## src/rtl/bcd_conv_pkg.sv

```systemverilog
// Shared types and helpers for the sequential binary-to-BCD converter.
package bcd_conv_pkg;

    // Output digit code selection
    typedef enum logic [1:0] {
        CODE_8421 = 2'b00,
        CODE_5421 = 2'b01,
        CODE_XS3  = 2'b10,
        CODE_RSVD = 2'b11
    } code_t;

    // Converter FSM states
    typedef enum logic [1:0] {
        IDLE   = 2'b00,
        SHIFT  = 2'b01,
        ENCODE = 2'b10
    } state_t;

    // Pattern shown on every digit when the result is unusable
    localparam logic [3:0] DIGIT_INVALID = 4'hF;

    // Map a plain decimal digit (0..9) into the selected output code
    function automatic logic [3:0] code_map(input logic [3:0] d, input code_t code);
        logic [3:0] q;
        q = DIGIT_INVALID;
        case (code)
            CODE_8421: q = d;
            CODE_5421: q = (d < 4'd5) ? d : d + 4'd3;
            CODE_XS3:  q = d + 4'd3;
            default:   q = DIGIT_INVALID;
        endcase
        return q;
    endfunction

    // 10^n, used to derive the overflow limit at elaboration time
    function automatic longint unsigned pow10(input int n);
        longint unsigned p;
        p = 64'd1;
        for (int i = 0; i < n; i++) begin
            p = p * 64'd10;
        end
        return p;
    endfunction

endpackage

```

## src/rtl/bcd_digit_step.sv

```systemverilog
// One double-dabble correction step: add 3 to a BCD digit that is 5 or more,
// so the following left shift carries correctly into the next decade.
module bcd_digit_step
    import bcd_conv_pkg::*;
(
    input  logic [3:0] digit,
    output logic [3:0] adjusted
);

    // Combinational add-3 correction
    always_comb begin
        adjusted = digit;
        if (digit >= 4'd5) begin
            adjusted = digit + 4'd3;
        end
    end

endmodule

```

## src/rtl/bcd_seq_conv.sv

```systemverilog
// Sequential binary-to-BCD converter: BIN_W shift-add-3 cycles followed by one
// encode cycle that maps every digit to 8421, 5421 or excess-3.
module bcd_seq_conv
    import bcd_conv_pkg::*;
#(
    parameter int BIN_W  = 8,
    parameter int DIGITS = 3
) (
    input  logic                  clk,
    input  logic                  rst,
    input  logic                  start,
    input  logic [BIN_W-1:0]      bin_in,
    input  logic [1:0]            code_sel,
    output logic                  busy,
    output logic                  done,
    output logic [4*DIGITS-1:0]   bcd_out,
    output logic                  err
);

    localparam int CNT_W = $clog2(BIN_W + 1);
    // Comparison width wide enough for both the input and 10^8-1
    localparam int CMP_W = (BIN_W > 32) ? BIN_W : 32;
    localparam logic [CMP_W-1:0] OVF_LIMIT = CMP_W'(pow10(DIGITS) - 64'd1);

    state_t                state_reg;
    logic [BIN_W-1:0]      bin_reg;
    logic [4*DIGITS-1:0]   digits_reg;
    logic [CNT_W-1:0]      cnt_reg;
    code_t                 code_reg;
    logic                  ovf_reg;
    logic                  busy_reg;
    logic                  done_reg;
    logic                  err_reg;
    logic [4*DIGITS-1:0]   bcd_out_reg;

    logic [4*DIGITS-1:0]   adj_digits;
    logic [4*DIGITS-1:0]   coded_digits;

    // Per-digit add-3 correction and output code mapping
    genvar gi;
    generate
        for (gi = 0; gi < DIGITS; gi++) begin : g_digit
            bcd_digit_step u_step (
                .digit    (digits_reg[4*gi +: 4]),
                .adjusted (adj_digits[4*gi +: 4])
            );
            assign coded_digits[4*gi +: 4] = code_map(digits_reg[4*gi +: 4], code_reg);
        end
    endgenerate

    // Control FSM together with the shift datapath and registered outputs
    always_ff @(posedge clk) begin
        if (rst) begin
            state_reg   <= IDLE;
            bin_reg     <= '0;
            digits_reg  <= '0;
            cnt_reg     <= '0;
            code_reg    <= CODE_8421;
            ovf_reg     <= 1'b0;
            busy_reg    <= 1'b0;
            done_reg    <= 1'b0;
            err_reg     <= 1'b0;
            bcd_out_reg <= '0;
        end else begin
            done_reg <= 1'b0;
            case (state_reg)
                IDLE: begin
                    if (start) begin
                        bin_reg    <= bin_in;
                        code_reg   <= code_t'(code_sel);
                        // Overflow is decided up front; the shift still runs full length
                        ovf_reg    <= (CMP_W'(bin_in) > OVF_LIMIT);
                        digits_reg <= '0;
                        cnt_reg    <= CNT_W'(BIN_W);
                        busy_reg   <= 1'b1;
                        state_reg  <= SHIFT;
                    end
                end
                SHIFT: begin
                    digits_reg <= {adj_digits[4*DIGITS-2:0], bin_reg[BIN_W-1]};
                    bin_reg    <= {bin_reg[BIN_W-2:0], 1'b0};
                    cnt_reg    <= cnt_reg - CNT_W'(1);
                    if (cnt_reg == CNT_W'(1)) begin
                        state_reg <= ENCODE;
                    end
                end
                ENCODE: begin
                    if (ovf_reg || (code_reg == CODE_RSVD)) begin
                        bcd_out_reg <= {DIGITS{DIGIT_INVALID}};
                        err_reg     <= 1'b1;
                    end else begin
                        bcd_out_reg <= coded_digits;
                        err_reg     <= 1'b0;
                    end
                    done_reg  <= 1'b1;
                    busy_reg  <= 1'b0;
                    state_reg <= IDLE;
                end
                default: begin
                    state_reg <= IDLE;
                    busy_reg  <= 1'b0;
                end
            endcase
        end
    end

    assign busy    = busy_reg;
    assign done    = done_reg;
    assign bcd_out = bcd_out_reg;
    assign err     = err_reg;

endmodule

```

## config.mk

```make
export PLATFORM = sky130hd
export DESIGN_NAME = bcd_seq_conv
export DESIGN_NICKNAME = d
export VERILOG_FILES = /design/src/rtl/bcd_conv_pkg.sv /design/src/rtl/bcd_digit_step.sv /design/src/rtl/bcd_seq_conv.sv
export SDC_FILE = /design/constraint.sdc
export NUM_CORES = 1
export LEC_CHECK = 0
export ABC_AREA = 1
export ABC_CLOCK_PERIOD_IN_PS = 3200
export CORE_MARGIN = 3
export CORE_UTILIZATION = 59
export CTS_CLUSTER_SIZE = 14
export DETAILED_ROUTE_END_ITERATION = 7
export GPL_TIMING_DRIVEN = 0
export PLACE_DENSITY = 0.91
export SLEW_MARGIN = 15
export SYNTH_ARGS = -nofsm -noshare
export SYNTH_HDL_FRONTEND = slang
export SYNTH_SLANG_ARGS = --single-unit
export TNS_END_PERCENT = 1
```

## constraint.sdc

```tcl
create_clock -name clk -period 3.2 [get_ports clk]
set_input_delay 0.48 -clock clk [delete_from_list [all_inputs] [get_ports clk]]
set_output_delay 0.48 -clock clk [all_outputs]
set_load 0.01 [all_outputs]
```

==> results of run 1 <==
-- worst min-delay path, stage by stage (launching register included) --
cell	delay (ns)
dfxtp_1	0.32
nand2_1	0.06
nand2_1	0.04
-- synthesized netlist by cell type (2+ instances only) --
cell type | instances | area share (%)
inv_2 | 10 | 1.7
o211ai_1 | 4 | 1.4
clkbuf_1 | 2 | 0.34
o21ai_0 | 11 | 2.5
nor2_2 | 2 | 0.57
o21ai_1 | 29 | 6.7
buf_2 | 8 | 1.8
nand2_2 | 2 | 0.57
inv_1 | 28 | 4.8
nand2_1 | 90 | 16
nor2_4 | 2 | 1.0
dfxtp_1 | 43 | 40
a21oi_1 | 31 | 7.1
nand3_1 | 24 | 5.5
nor2_1 | 21 | 3.6
ha_1 | 8 | 4.6
xnor2_1 | 3 | 1.2
-- final cells by class --
cell class	instances	share of cell area [%]
sequential	43	33.3
clock inverter	3	0.967
multi-input combinational	231	43.5
clock buffer	5	2.66
inverter	38	5.51
timing repair buffer	26	10.1
tap	46	2.22
buffer	10	1.84
-- path summary, 6_finish.rpt --
| path | cells past startpoint | to |
|---|---|---|
| max | 1 | bcd_out[1] |
| min | 2 | bin_reg[0] |
| max reg2reg | 10 | digits_reg[1] |
| min reg2reg | 2 | bin_reg[0] |
-- report_power, final --
part / switching [W] / leakage [nW] / total (W) / internal, W
clock: 0.000204 / 0.0443 / 0.000361 / 0.000156
sequential: 0.0000225 / 0.350 / 0.000588 / 0.000566
combinational: 0.000117 / 0.764 / 0.000186 / 0.0000689
-- cell usage in the layout (no fill, tap or decap), types with 2 or more instances in the layout --
| master | n |
|---|---|
| nand2_1 | 90 |
| dfxtp_1 | 43 |
| a21oi_1 | 31 |
| o21ai_1 | 29 |
| inv_1 | 28 |
| clkdlybuf4s50_1 | 26 |
| nand3_1 | 24 |
| nor2_1 | 21 |
| o21ai_0 | 11 |
| inv_2 | 10 |
| buf_2 | 8 |
| ha_1 | 8 |
| clkbuf_8 | 5 |
| o211ai_1 | 4 |
| xnor2_1 | 3 |
| nand2_2 | 2 |
| clkbuf_1 | 2 |
| nor2_2 | 2 |
| nor2_4 | 2 |
| clkinv_4 | 2 |
-- kinds of logic after synthesis --
| kind of cell | Yosys count |
|---|---|
| compound gates | 78 |
| fa+ha+maj | 8 |
| simple gates | 142 |
| xor+xnor | 3 |
| buf+inv | 48 |
| flops | 43 |
-- stage by stage --
step,std cells,total power (W),hold slack (ns),setup WS (ns)
2_1_floorplan,322,0.000718,0.419,1.92
3_3_place_gp,394,0.000776,0.430,1.40
3_5_place_dp,394,0.000782,0.436,1.40
4_1_cts,402,0.00114,0.453,1.49
5_1_grt,402,0.00119,0.494,1.46
6_report,402,0.00113,0.457,1.47
-- per-layer routing --
layer  part of all wire (%)  vias to the layer above  wire length (um)
met4                    1.4                        0                71
met3                    6.3                        8               329
met5                      0                        -                 0
met1                     47                      981              2440
li1                       -                     1101                 -
met2                     46                       73              2380
==> reports/metrics.cfg, run 1 <==
[logic_synthesis]
synth-main-ff-cell=dfxtp_1
ys_warn_count=0
synth_xor_area_share_pct=1.21
synth_cell_types=21
synth_edf_count=0
synthCells=322
async_flop_share_pct=0
avgSynthCellArea_sq_um=6.76
synth_fp_nets=343
yosys.area_share.adder_pct=4.60
yosys_register_bits=43
synth_seq_area_share_pct=39.5
yosys.area_share.simple_pct=27.1
synth_compound_area_share_pct=18.9
synth_top_family_by_area=simple AND/OR/NAND/NOR gates
muxShareOfSynthArea_pct=0
netlist_area_sq_mm=0.00218

[pwr]
p_leak_nw=1.16
ir_worst_vdd_v=0.000352
cellPowerDensity_mw_per_mm2=438

[routing]
wl_um=5220
detail-route-antenna-nets=0
drc=0
dr.pass1.iters=5
drt_iter0_drc=204
viasPerCell=5.38
wl_per_cell_um=13.0
num_vias=2163

[setup_path]
crit_type=reg2out
reg2reg_slack_ns=1.63
reg2reg_from=digits_reg[0]
end_kind=primary output
cp-start-kind=flop
crit_required_ns=2.72
arrival_ns=1.25
slowest_stage=clkdlybuf4s50_1
crit_path_max_incr_delay_ns=0.55
crit_path_cell_trace=clkdlybuf4s50_1
path_max_fanout=2
crit_start=bcd_out[1]
path_buf_inv=1
critPathTopFamily=buffers and inverters

[clock_network]
numCtsBuffers=5
clockBufferDepth=2
cts_max_level=2
cts_tree=yes
cts_hold_buf=0
cts-root-buf=clkbuf_8
clk_latency_ns=0.31
clkSinkCount=43
cts.repair.resized=0
clk_pin_slew_ns=0.09
cts_setup_buffers=0

[final_layout]
fill_cells=274
n_antenna_cell=0
nets=376
multi_input_area_sq_mm=0.00113
final-seq-area_sq_um=861
syn_to_final_growth_pct=18.9
final_area_sq_mm=0.00259
final_util_pct=75.2
drive_gt1_share_pct=9.27

[die]
dieWidth_um=66.7
io_pins=28
dieArea_sq_mm=0.00445
die_h_um=66.7
num_rows=21
start_util_pct=63.2
core_sq_mm=0.00344

[timing]
timing.fmax_mhz=579
rsz0062_at_grt=false
post-route-period-util_pct=54.0
hold_viol_final=0
slew_headroom_pct=64.3
worst_pin_slew_ns=0.533
finalSetupTns_ns=0
finalMaxSlewViolations=0
skew_ns=0.0106
fin_crit_ns=1.73
setup_violations=0

[global_route]
grt_pass1_vias=1921
grt_pass1_wl_um=8930
busiest_layer=met2
grtUsageMet1_pct=36.3
grt_max_degree=16
grt.total_usage_pct=26.5
overflow=0
antenna_found_initial=0
grtUsageMet2_pct=41.1
use_met3_pct=4.72

[placed_design]
hpwl_um=3770
place_area_sq_mm=0.00249
gp_congestion=0.911
portBuffers=26

[worst_hold_path]
hp-start=bin_reg[0]
min-delay-path-class=reg2reg

[run]
maxCapViolCount=0

[run_status]
status=finished clean

(Power assumes the default switching activity.)
==> run 2, diff against run 1 <==
--- a/config.mk
+++ b/config.mk
@@ -6,13 +6,13 @@
 export NUM_CORES = 1
 export LEC_CHECK = 0
 export ABC_AREA = 1
-export ABC_CLOCK_PERIOD_IN_PS = 3200
+export ABC_CLOCK_PERIOD_IN_PS = 1700
 export CORE_MARGIN = 3
-export CORE_UTILIZATION = 59
+export CORE_UTILIZATION = 55
 export CTS_CLUSTER_SIZE = 14
 export DETAILED_ROUTE_END_ITERATION = 7
 export GPL_TIMING_DRIVEN = 0
-export PLACE_DENSITY = 0.91
+export PLACE_DENSITY = 0.86
 export SLEW_MARGIN = 15
 export SYNTH_ARGS = -nofsm -noshare
 export SYNTH_HDL_FRONTEND = slang
==> constraint.sdc (replaced) <==
create_clock -name clk -period 1.7 [get_ports clk]
set_input_delay 0.255 -clock clk [delete_from_list [all_inputs] [get_ports clk]]
set_output_delay 0.255 -clock clk [all_outputs]
set_load 0.01 [all_outputs]
==> run 2 against run 1 <==
Net effect: wire length is 0.67% lower; worst hold slack lost 0.16 ns; clock power is 130% higher; non-clock buffer count stayed put; critical path type is now reg2reg; sequential cell count unchanged; combinational power grew 87%; largest power group unchanged; clock skew shrank 0.0044 ns.
==> reports/metrics.cfg, run 2 (synthesized netlist as in run 1, its figures left out) <==
[placed_design]
hpwl_um=3640  ; -3.3%
dp_slack_ns=0.0453  ; -1.35 ns
gp_congestion=0.923  ; +1.3%
place_area_sq_mm=0.00250  ; +0.10%
portBuffers=26  ; unchanged

[pwr]
ir_worst_vdd_v=0.000786  ; +120%
p_leak_nw=1.18  ; +1.5%
seq_power_share_pct=48.5  ; -3.3 points
clkPwrFrac_pct=36.4  ; +4.6 points
cellPowerDensity_mw_per_mm2=875  ; +100%
combPwrFrac_pct=15.2  ; -1.2 points
intPower_w=0.00167  ; +110%
p_sw_share_pct=27.1  ; -3.2 points
switchingPower_w=0.000620  ; +80%

[routing]
drc=0  ; unchanged
viasPerCell=5.44  ; +1.1%
num_vias=2198  ; +1.6%
dr.pass1.iters=5  ; unchanged
wl_per_cell_um=12.8  ; -1.2%
drt_iter0_drc=205  ; +0.49%
detail-route-antenna-nets=0  ; unchanged
wl_um=5180  ; -0.67%

[timing]
hold_ws_ns=0.295  ; -0.163 ns
skew_ns=0.00619  ; -0.00438 ns
post-route-period-util_pct=88.4
finalMaxSlewViolations=0  ; unchanged
finalSetupTns_ns=0  ; unchanged
hold_viol_final=0  ; unchanged
slew_headroom_pct=66.1  ; +1.7 points
rsz0062_at_grt=false
setup_violations=0  ; unchanged
fin_crit_ns=1.50
worst_pin_slew_ns=0.507  ; -0.0257 ns
setup_ws_ns=0.197  ; -1.28 ns
timing.fmax_mhz=665

[setup_path]
end_kind=flop
crit_type=reg2reg
path_max_fanout=6  ; +4
cp-start-kind=flop
crit_start=digits_reg[4]
reg2reg_slack_ns=0.20  ; -1.43 ns
rr_worst_depth=11  ; +1
reg2reg_to=digits_reg[6]
reg2reg_from=digits_reg[4]
arrival_ns=1.76  ; +0.51 ns
crit_required_ns=1.95  ; -0.77 ns

[die]
die_h_um=68.9  ; +3.3%
core_sq_mm=0.00374  ; +8.8%
io_pins=28  ; unchanged
num_rows=22  ; +4.8%
dieArea_sq_mm=0.00475  ; +6.6%
start_util_pct=58.2  ; -5.1 points
dieWidth_um=68.9  ; +3.3%

[clock_network]
cts_max_level=2  ; unchanged
clk_latency_ns=0.30  ; about the same
cts_setup_buffers=0  ; unchanged
clkSinkCount=43  ; unchanged
cts-root-buf=clkbuf_8
numCtsBuffers=5  ; unchanged
cts_tree=yes
clockBufferDepth=2  ; unchanged
clk_pin_slew_ns=0.08  ; about the same
cts_hold_buf=0  ; unchanged
cts.repair.resized=0  ; unchanged

[worst_hold_path]
min-delay-path-class=in2reg
hp-start=rst
hold_path_end=done
worstHoldPathCells=2  ; unchanged

[run_status]
status=finished clean

[global_route]
grt_max_degree=14  ; -2
grt.total_usage_pct=24.8  ; -1.7 points
grt_pass1_wl_um=8850  ; -0.85%
antenna_found_initial=0  ; unchanged
overflow=0  ; unchanged
grt_pass1_vias=1959  ; +2.0%

[final_layout]
final_util_pct=69.9  ; -5.4 points
drive_gt1_share_pct=9.27  ; unchanged
nets=376  ; unchanged
final_area_sq_mm=0.00262  ; +1.0%
final_common_cell=nand2_1
layout_common_cells=nand2_1, dfxtp_1, a21oi_1, o21ai_1, inv_1
n_antenna_cell=0  ; unchanged
syn_to_final_growth_pct=20.1
fill_cells=331  ; +21%

[run]
maxCapViolCount=0  ; unchanged

[run 2: changes by cell type in the layout (fill, tap and decap cells not counted)]
cell / before / now
clkbuf_8: 5 / 6
bufinv_16: 0 / 1
clkinv_4: 2 / 0
clkinvlp_4: 1 / 0
clkinv_2: 0 / 1
[run 2: per-layer routing]
layer | vias up | routed length [um] | GRT usage [%]
li1 | 1108 | - | -
met1 | 995 | 2420 | 34.2
met2 | 81 | 2200 | 37.7
met3 | 14 | 423 | 5.19
met4 | 0 | 138 | 9.49
met5 | - | 0 | 0
[run 2: power by group through the flow]
| stage | clock [W] | combinational (W) | sequential [W] |
|---|---|---|---|
| floorplan | 0 | 0.000225 | 0.00113 |
| global placement | 0 | 0.000336 | 0.00113 |
| detailed placement | 0 | 0.000343 | 0.00113 |
| CTS | 0.000844 | 0.000345 | 0.00111 |
| global route | 0.000885 | 0.000390 | 0.00112 |
| finish | 0.000832 | 0.000347 | 0.00111 |
[run 2: metrics by stage]
step / power (W) / instances
after floorplan: 0.00135 / 322
after global placement: 0.00147 / 396
after global routing: 0.00239 / 404
after CTS: 0.00230 / 404
after detailed placement: 0.00147 / 396
final: 0.00229 / 404
[run 2: final cells by class]
type | instances | area, sq um | share of cell area (%)
plain buffers | 10 | 47.5 | 1.82
clock buffers | 6 | 82.6 | 3.16
multi-input cells | 231 | 1130 | 43.1
inverters | 38 | 143 | 5.45
clock inverters | 2 | 35.0 | 1.34
flip-flops and latches | 43 | 861 | 32.9
repair buffers | 26 | 260 | 9.95
well taps | 48 | 60.1 | 2.30
[run 2: worst max-delay path, stage by stage, from the launching register on]
cell and delay (ns):
dfxtp_1 0.43, inv_1 0.12, ha_1 0.25, inv_1 0.06, nand2_1 0.06, nand2_1 0.11
inv_1 0.06, nand2_1 0.11, inv_1 0.07, nand2_1 0.06, nand3_1 0.06, nand2_1 0.06
[run 2: worst max path at each step]
stage / endpoint / slack (ns) / cells after the start
after floorplan: digits_reg[1] / 0.42 / 10
after global placement: cnt_reg[3] / 0.08 / 7
after detailed placement: cnt_reg[3] / 0.05 / 7
after CTS: digits_reg[6] / 0.22 / 11
after global routing: digits_reg[6] / 0.01 / 11
final: digits_reg[6] / 0.20 / 11
